==> config.mk <==
export PLATFORM = sky130hd
export DESIGN_NAME = multicycle_control
export DESIGN_NICKNAME = d
export VERILOG_FILES = /design/src/rtl/multicycle_control.sv
export SDC_FILE = /design/constraint.sdc
export NUM_CORES = 1
export LEC_CHECK = 0
export CORE_ASPECT_RATIO = 0.6
export CORE_MARGIN = 5
export CORE_UTILIZATION = 45
export CTS_CLUSTER_SIZE = 24
export DETAILED_ROUTE_END_ITERATION = 7
export PLACE_DENSITY = 0.81
export SLEW_MARGIN = 20
export SYNTH_ARGS = -nofsm -noshare
export SYNTH_HDL_FRONTEND = slang
export SYNTH_SLANG_ARGS = --single-unit
==> constraint.sdc <==
create_clock -name clk -period 2.05 [get_ports clk]
set_input_delay 0.205 -clock clk [delete_from_list [all_inputs] [get_ports clk]]
set_output_delay 0.205 -clock clk [all_outputs]
set_load 0.03 [all_outputs]
==> src/rtl/multicycle_control.sv <==
// Multicycle CPU control unit: FETCH/DECODE/EXEC/MEM/WB sequencer with
// memory-wait timeout, illegal-opcode trap and a retired-instruction counter.
module multicycle_control #(
    parameter int unsigned MEM_TIMEOUT = 255
) (
    input  logic        clk,
    input  logic        rst,
    input  logic [6:0]  opcode,
    input  logic        zero,
    input  logic        mem_ready,
    output logic        pc_we,
    output logic        ir_we,
    output logic        reg_we,
    output logic        mem_req,
    output logic        mem_rw,
    output logic        mem_to_reg,
    output logic        pc_src,
    output logic [1:0]  alu_src_a,
    output logic [1:0]  alu_src_b,
    output logic [1:0]  alu_op,
    output logic [2:0]  state,
    output logic        instr_done,
    output logic [31:0] retired,
    output logic        illegal,
    output logic        timeout
);

    localparam int unsigned CNT_W = (MEM_TIMEOUT > 1) ? $clog2(MEM_TIMEOUT + 1) : 1;

    localparam logic [6:0] OP_R   = 7'b0110011;
    localparam logic [6:0] OP_I   = 7'b0010011;
    localparam logic [6:0] OP_LW  = 7'b0000011;
    localparam logic [6:0] OP_SW  = 7'b0100011;
    localparam logic [6:0] OP_BEQ = 7'b1100011;

    typedef enum logic [2:0] {
        S_FETCH  = 3'd0,
        S_DECODE = 3'd1,
        S_EXEC   = 3'd2,
        S_MEM    = 3'd3,
        S_WB     = 3'd4,
        S_HALT   = 3'd7
    } state_t;

    state_t             state_q;
    state_t             state_d;
    logic [CNT_W-1:0]   wait_cnt;
    logic [31:0]        retired_q;
    logic               illegal_q;
    logic               timeout_q;
    logic               waiting;
    logic               wait_expired;
    logic               set_illegal;
    logic               set_timeout;

    assign state        = state_q;
    assign retired      = retired_q;
    assign illegal      = illegal_q;
    assign timeout      = timeout_q;

    // A stalled access is abandoned when this cycle would be the MEM_TIMEOUT-th wait
    assign wait_expired = (32'(wait_cnt) + 32'd1) >= 32'(MEM_TIMEOUT);

    // Next-state and control decode from current state and live inputs
    always_comb begin
        state_d     = state_q;
        pc_we       = 1'b0;
        ir_we       = 1'b0;
        reg_we      = 1'b0;
        mem_req     = 1'b0;
        mem_rw      = 1'b0;
        mem_to_reg  = 1'b0;
        pc_src      = 1'b0;
        alu_src_a   = 2'd0;
        alu_src_b   = 2'd0;
        alu_op      = 2'd0;
        instr_done  = 1'b0;
        waiting     = 1'b0;
        set_illegal = 1'b0;
        set_timeout = 1'b0;

        case (state_q)
            S_FETCH: begin
                mem_req   = 1'b1;
                alu_src_b = 2'd1;
                if (mem_ready) begin
                    ir_we   = 1'b1;
                    pc_we   = 1'b1;
                    state_d = S_DECODE;
                end else begin
                    waiting = 1'b1;
                    if (wait_expired) begin
                        set_timeout = 1'b1;
                        state_d     = S_HALT;
                    end
                end
            end
            S_DECODE: begin
                alu_src_a = 2'd2;
                alu_src_b = 2'd2;
                case (opcode)
                    OP_R, OP_I, OP_LW, OP_SW, OP_BEQ: state_d = S_EXEC;
                    default: begin
                        set_illegal = 1'b1;
                        state_d     = S_HALT;
                    end
                endcase
            end
            S_EXEC: begin
                alu_src_a = 2'd1;
                case (opcode)
                    OP_R: begin
                        alu_op  = 2'b10;
                        state_d = S_WB;
                    end
                    OP_I: begin
                        alu_src_b = 2'd2;
                        alu_op    = 2'b10;
                        state_d   = S_WB;
                    end
                    OP_LW, OP_SW: begin
                        alu_src_b = 2'd2;
                        state_d   = S_MEM;
                    end
                    OP_BEQ: begin
                        alu_op     = 2'b01;
                        pc_src     = 1'b1;
                        pc_we      = zero;
                        instr_done = 1'b1;
                        state_d    = S_FETCH;
                    end
                    default: state_d = S_HALT;
                endcase
            end
            S_MEM: begin
                mem_req   = 1'b1;
                mem_rw    = (opcode == OP_SW);
                alu_src_a = 2'd1;
                alu_src_b = 2'd2;
                if (mem_ready) begin
                    if (opcode == OP_SW) begin
                        instr_done = 1'b1;
                        state_d    = S_FETCH;
                    end else begin
                        state_d = S_WB;
                    end
                end else begin
                    waiting = 1'b1;
                    if (wait_expired) begin
                        set_timeout = 1'b1;
                        state_d     = S_HALT;
                    end
                end
            end
            S_WB: begin
                reg_we     = 1'b1;
                mem_to_reg = (opcode == OP_LW);
                instr_done = 1'b1;
                state_d    = S_FETCH;
            end
            S_HALT: state_d = S_HALT;
            default: state_d = S_HALT;
        endcase

        // Reset masks every control line immediately, independent of the clock
        if (rst) begin
            pc_we      = 1'b0;
            ir_we      = 1'b0;
            reg_we     = 1'b0;
            mem_req    = 1'b0;
            mem_rw     = 1'b0;
            mem_to_reg = 1'b0;
            pc_src     = 1'b0;
            alu_src_a  = 2'd0;
            alu_src_b  = 2'd0;
            alu_op     = 2'd0;
            instr_done = 1'b0;
        end
    end

    // State, wait counter, retire counter and sticky error flags
    always_ff @(posedge clk or posedge rst) begin
        if (rst) begin
            state_q   <= S_FETCH;
            wait_cnt  <= '0;
            retired_q <= 32'd0;
            illegal_q <= 1'b0;
            timeout_q <= 1'b0;
        end else begin
            state_q <= state_d;
            if (instr_done) begin
                retired_q <= retired_q + 32'd1;
            end
            if (set_illegal) begin
                illegal_q <= 1'b1;
            end
            if (set_timeout) begin
                timeout_q <= 1'b1;
            end
            if (state_d != state_q) begin
                wait_cnt <= '0;
            end else if (waiting) begin
                wait_cnt <= wait_cnt + CNT_W'(1);
            end
        end
    end

endmodule

==> results of run 1 <==
-- cell type report --
class                           count  area share (%)
Multi-Input combinational cell    200           39.62
Clock buffer                        7           2.280
Tap cell                           80           2.644
Inverter                            6          0.6940
Timing Repair Buffer               98           24.09
Clock inverter                      1          0.7931
Sequential cell                    45           29.87
-- critical path, cell delays in order (launching register included) --
cell and delay, ns:
dfrtp_2 0.48, nor4b_1 0.17, a31oi_1 0.20, and2_4 0.20, buf_12 0.14, clkinvlp_4 0.13
buf_6 0.16
-- cell families after synthesis --
logic type | Yosys count | share of synthesized area, %
AOI/OAI and AO/OA | 33 | 8.306
xor gates and xnor gates | 38 | 12.62
adders and majority gates | 3 | 1.424
buffers and inverters | 19 | 3.986
DFF | 45 | 42.71
muxes | 1 | 0.4271
and+or+nand+nor | 125 | 30.52
-- worst paths after layout --
check,from,end,slack (ns),depth (start not counted)
worst max-delay path,state[1]$_DFF_PP0_,instr_done,0.04,6
worst min-delay path,rst,retired[27]$_DFFE_PP0P_,0.27,4
worst max register to register,wait_cnt[1]$_DFFE_PP0P_,wait_cnt[2]$_DFFE_PP0P_,0.04,8
worst min register to register,retired[31]$_DFFE_PP0P_,retired[31]$_DFFE_PP0P_,0.49,1
max in group asynchronous,rst,state[0]$_DFF_PP0_,1.55,4
min in group clk,retired[31]$_DFFE_PP0P_,retired[31]$_DFFE_PP0P_,0.49,1
-- registers in the layout, indices dropped and copies added (netlist names) --
name	flops
retired	32
wait_cnt	8
timeout	1
state	3
illegal	1
-- repair_timing --
item / in CTS / in global routing
pin swaps: 1 / 8
endpoints found under the setup margin: 13 / 17
gates cloned: 1 / 0
gates resized for setup: 6 / 13
hold buffers: 0 / 0
buffers inserted: 0 / 7
-- cell usage after synthesis (all sizes together) --
cell type | instances | area share, %
dfrtp | 45 | 43
xor2 | 32 | 11
nand2 | 22 | 3.1
nor2 | 20 | 2.8
nand4 | 12 | 3.1
nor3 | 12 | 2.3
nor4 | 12 | 5.3
clkbuf | 9 | 1.3
nand3 | 9 | 1.7
nor4b | 9 | 3.7
a21oi | 7 | 1.3
inv | 6 | 0.85
o21ai | 6 | 1.1
xnor2 | 6 | 2.0
a31oi | 5 | 1.2
and3 | 5 | 1.2
buf | 4 | 1.8
and2 | 3 | 0.71
and3b | 3 | 1.0
ha | 3 | 1.4
nand3b | 3 | 0.85
nor2b | 3 | 0.71
nor3b | 3 | 1.0
o21bai | 3 | 0.85
or2 | 3 | 0.71
a211oi | 2 | 0.76
and4bb | 2 | 0.95
o22ai | 2 | 0.47
a21bo | 1 | 0.38
a21boi | 1 | 0.28
a221oi | 1 | 0.33
a22oi | 1 | 0.28
a311oi | 1 | 0.33
and4b | 1 | 0.38
mux2 | 1 | 0.43
nand2b | 1 | 0.24
nand4bb | 1 | 0.43
o2111ai | 1 | 0.33
o211ai | 1 | 0.28
o22a | 1 | 0.33
or3 | 1 | 0.24
-- per-stage QoR --
step           area, um2  setup slack [ns]
2_1_floorplan       2675         -0.009926
3_5_place_dp        3516           -0.1605
6_report            3786           0.04498
4_1_cts             3679          0.003852
3_3_place_gp        3516          -0.07751
5_1_grt             3786          -0.08461
-- routing by layer --
layer,share of wire [%],up-vias
met4,1.2,0
li1,-,1133
met1,46,1188
met3,4.9,12
met5,0,-
met2,48,81
-- power by group --
part / internal, mW / total [mW] / switching (mW)
combinational: 0.367 / 0.800 / 0.433
sequential: 0.938 / 1.01 / 0.0760
clock: 0.398 / 0.707 / 0.309
==> results.md, run 1 <==
* Vias after detailed routing at between 2,000 and 2,500
* Clk sinks at 45
* Multi-input gate area at 1500 um2
* GR Layer Usage met1 at 28.16%
* Vias per std cell at 5.524
* Final Hold Viols at 0
* Core Util, Final at 67.33%
* Share of cells above drive strength 1 at around 27%
* First-pass GRT wire length at approximately 12 mm
* CTS root buffer: clkbuf_8
* 1st-pass router iterations at 5
* Kind of critical path: register to output port
* Relative slew slack at 62.54%
* Final #Nets at 370
* Peak supply drop at around 0.00040 V
* Synthesized area at 2636 um2
* Final Critical Period at 2.005 ns
* WL/cell at 16.79 um
* Slew Viols, Final at 0
* Avg Inst Size Synth at 9.986 um2
* Arrival @ worst endpoint at around 1.8 ns
* Die X-Extent at 108.8 um
* Unique masters post-synth at 50
* CTS Buf Count at 5
* Global route hottest layer: met2
* Clk Latency, worst-skew pair at 0.30 ns
* Starting Density at between 40% and 50%
* Post-DRT Antenna Nets at 0
* Most frequent cells in the layout: clkdlybuf4s50_1 (46), buf_4 (44), dfrtp_1 (41)
* Total gr overflow at 0
* GR Util met2 at 29.16%
* Total Routed Length at 7.339 mm
* Setup TNS at 0 ns
* Remaining DRCs at 0
* Tot Pwr at ~2.5 mW
* Final HPWL from detailed placement at 5.069 mm
* Yosys reg bits at 45
* Clock slew at reported path FFs at 0.09 ns
* Vias in the first global route at 2,210
* Final setup fails at 0
* Syn Nets at 278
* Initial antenna violation count at 0
* Fillcell total at 430
* Core area at ~5600 um2
* Synthesis-to-layout area growth at 43.62%
* Final RePlAce weighted congestion at ~0.85
* Data required, critical path at 1.85 ns
* Sequential-to-total area share from yosys stat at a little over two fifths
* Max Freq at 498.7 MHz
* Die Height at a little under 70 um
* Critical Path Start Type: register
* Worst slew pin tran at 0.5605 ns
* M3 GR Usage at 3.814%
* Mapped Cells at 264
* Clock Path Buffers at 2
* Most common cell after layout, fill and taps aside: clkdlybuf4s50_1
* Row cnt at 21
* # IOs at 62
* Cell leakage power at 1.730 nW
* Synthesis Warnings at 0
* Max Cap Viol at 0
* Crit. End Element: output port
* Largest net degree at the start of global routing at 46
* PwrDens at 665.9 nW/um2
* Clock skew at 0.01108 ns
* CP Max Fanout at 14
* Initial drt markers at 224
* Min-delay worst type: input pin to asynchronous set/reset pin
* CTS tree: yes
* Full die area at ~7500 um2
* Hold Slack at between 0.2 and 0.3 ns
* Clock H-tree levels at 2
* Placed cell count at 421
* Final period utilization at a little over nine tenths
* PortBufs at 61
* Status: finished clean
* N_diodes at 0
* Fin cells at around 440
* Tot GR Track Use at 19.34%
* Register area at 1131 um2
(Power assumes the default switching activity.)
==> run 2: changes to the inputs <==
--- a/config.mk
+++ b/config.mk
@@ -8,6 +8,7 @@
 export CORE_ASPECT_RATIO = 0.6
 export CORE_MARGIN = 5
 export CORE_UTILIZATION = 45
+export CTS_CLUSTER_DIAMETER = 150
 export CTS_CLUSTER_SIZE = 24
 export DETAILED_ROUTE_END_ITERATION = 7
 export PLACE_DENSITY = 0.81
==> results of run 2 <==
Final layout, timing and power as in run 1 (identical DEF).
==> run 3: changes to the inputs <==
--- a/config.mk
+++ b/config.mk
@@ -5,13 +5,12 @@
 export SDC_FILE = /design/constraint.sdc
 export NUM_CORES = 1
 export LEC_CHECK = 0
-export CORE_ASPECT_RATIO = 0.6
 export CORE_MARGIN = 5
-export CORE_UTILIZATION = 45
+export CORE_UTILIZATION = 35
 export CTS_CLUSTER_DIAMETER = 150
 export CTS_CLUSTER_SIZE = 24
 export DETAILED_ROUTE_END_ITERATION = 7
-export PLACE_DENSITY = 0.81
+export PLACE_DENSITY = 0.67
 export SLEW_MARGIN = 20
 export SYNTH_ARGS = -nofsm -noshare
 export SYNTH_HDL_FRONTEND = slang
==> run 3 against run 2 <==
Power fell by 3.0%. Core utilization is 14 points lower. Non-clock buffer count is 7 higher. Die area is 24% higher. Highest routed layer unchanged. Via count shrank 1.1%. First-iteration DRC count fell by 75%. Flip-flop and latch count is the same. Fmax up 1.5%.
==> results.md, run 3 (synthesis results as in run 1) <==
* Final setup fails at 0
* Largest net degree at the start of global routing at 29
* CP Max Fanout at 5
* Relative slew slack at 58.46%
* Reg power frac at 41.0%
* CTS root buffer: clkbuf_8
* R2R Setup Slk at 0.10 ns
* Clk Latency, worst-skew pair at 0.30 ns
* Fillcell total at 691
* Full die area at 9368 um2
* Min-delay worst type: input pin to asynchronous set/reset pin
* Post-DRT Antenna Nets at 0
* PwrDens at 627.8 nW/um2
* Final #Nets at approximately 380
* Slew Viols, Final at 0
* Data required, critical path at between 2 and 2.5 ns
* Multi-input gate area at around 1500 um2
* FF-to-FF End: retired[8]$_DFFE_PP0P_
* Register area at 1130 um2
* Clock power share at between 20% and 30%
* Max Cap Viol at 0
* Final period utilization at 96.40%
* Kind of critical path: input pin to register
* Clock Path Buffers at 2
* Die Height at 96.79 um
* Initial drt markers at 57
* Core area at 7292 um2
* Switching Power at 0.7656 mW
* Vias per std cell at 5.158
* Crit. End Element: register
* Total gr overflow at 0
* Arrival @ worst endpoint at about 2.2 ns
* 1st-pass router iterations at 4
* Share of cells above drive strength 1 at 28.02%
* Cell leakage power at between 1.5 and 2 nW
* Clock slew at reported path FFs at 0.08 ns
* Starting Density at 36.15%
* CTS Buf Count at 5
* Vias after detailed routing at around 2,400
* Total Routed Length at 6.926 mm
* CTS tree: yes
* Row cnt at 31
* Synthesis-to-layout area growth at 47.84%
* N_diodes at 0
* Final RePlAce weighted congestion at a little over 0.8
* Final Hold Viols at 0
* Most frequent cells in the layout: buf_4 (48), clkdlybuf4s50_1 (47), dfrtp_1 (42)
* Clk sinks at 45
* Combinational share of power at 30.5%
* Final HPWL from detailed placement at between 4 and 5 mm
* Peak supply drop at 0.0004828 V
* Vias in the first global route at ~2,400
* # IOs at 62
* WL/cell at between 10 and 15 um
* CTS Hold Buffers Added at 0
* Tot Pwr at 2.447 mW
* Most common cell after layout, fill and taps aside: buf_4
* Initial antenna violation count at 0
* Die X-Extent at 96.79 um
* Max reg flops at 32
* Remaining DRCs at 0
* Tot GR Track Use at 14.83%
* Internal at 1.681 mW
* Clock skew at 0.01417 ns
* Core Util, Final at 53.45%
* PortBufs at 61
* Critical Path Start Type: input pin
* Worst slew pin tran at 0.6216 ns
* Switching Fraction at 31.29%
* Status: finished clean
* Clock H-tree levels at 2
* Worst reg2reg path depth at 7
* First-pass GRT wire length at 11.80 mm
* Final Critical Period at 1.976 ns
* R2R Path Start: state[2]$_DFF_PP0_
* Max Freq at between 500 and 600 MHz
run 3: cell count changes in the layout (fill, tap and decap cells not counted), moves of 2 or more:
cell	delta
nor4b_1	-2
nor4b_2	+2
buf_4	+4
buf_12	+2
a21oi_2	-2
a21oi_1	+2
run 3: power by group through the flow:
| stage | logic [mW] | clock network (mW) | registers (mW) |
|---|---|---|---|
| 2_1_floorplan | 0.324 | 0 | 1.07 |
| 3_3_place_gp | 0.617 | 0 | 1.04 |
| 3_5_place_dp | 0.627 | 0 | 1.04 |
| 4_1_cts | 0.718 | 0.717 | 1.00 |
| 5_1_grt | 0.816 | 0.765 | 1.01 |
| 6_report | 0.745 | 0.698 | 1.00 |
run 3: final cells by class:
cell class / count / share of cell area [%]
sequential: 45 / 28.99
clock buffer: 7 / 2.215
tap: 99 / 3.178
multi-input combinational: 200 / 38.27
clock inverter: 1 / 0.7705
inverter: 6 / 0.6742
timing repair buffer: 105 / 25.91
run 3: critical path, stage by stage:
cell and delay [ns]:
clkdlybuf4s50_1 0.51, and4bb_2 0.37, nand4_1 0.09, and2_4 0.21
buf_12 0.14, buf_12 0.12, nor4b_1 0.36, xor2_1 0.18
run 3: worst max-delay path by stage:
stage,start,cells past startpoint,end
3_5_place_dp,rst,7,retired[8]$_DFFE_PP0P_
4_1_cts,state[2]$_DFF_PP0_,7,pc_we
2_1_floorplan,state[2]$_DFF_PP0_,3,ir_we
3_3_place_gp,rst,4,mem_req
6_report,rst,8,retired[8]$_DFFE_PP0P_
5_1_grt,wait_cnt[0]$_DFFE_PP0P_,8,wait_cnt[3]$_DFFE_PP0P_
run 3: what timing repair did:
action,4_1_cts,5_1_grt
cloned,1,1
setup buffers,5,5
pin swaps,1,4
setup endpoints to repair,5,15
resized for setup,6,10
run 3: stage by stage:
stage	instances	hold WS (ns)	area [um2]	setup slack, ns	TNS (ns)
finish	463	0.4736	3897	0.07387	0
CTS	457	0.4586	3771	0.001593	0
global placement	443	0.4583	3565	-0.07639	-0.5885
detailed placement	443	0.4643	3565	-0.1381	-1.405
floorplan	264	0.4160	2675	-0.009926	-0.009926
global route	463	0.5011	3897	-0.005566	-0.01052
run 3: layer usage:
metal | track usage [%] | vias to the layer above | wire (um)
met4 | 4.968 | 0 | 85
met1 | 19.93 | 1180 | 3224
li1 | - | 1153 | -
met2 | 23.94 | 49 | 3373
met3 | 2.806 | 6 | 243
met5 | 0 | - | 0
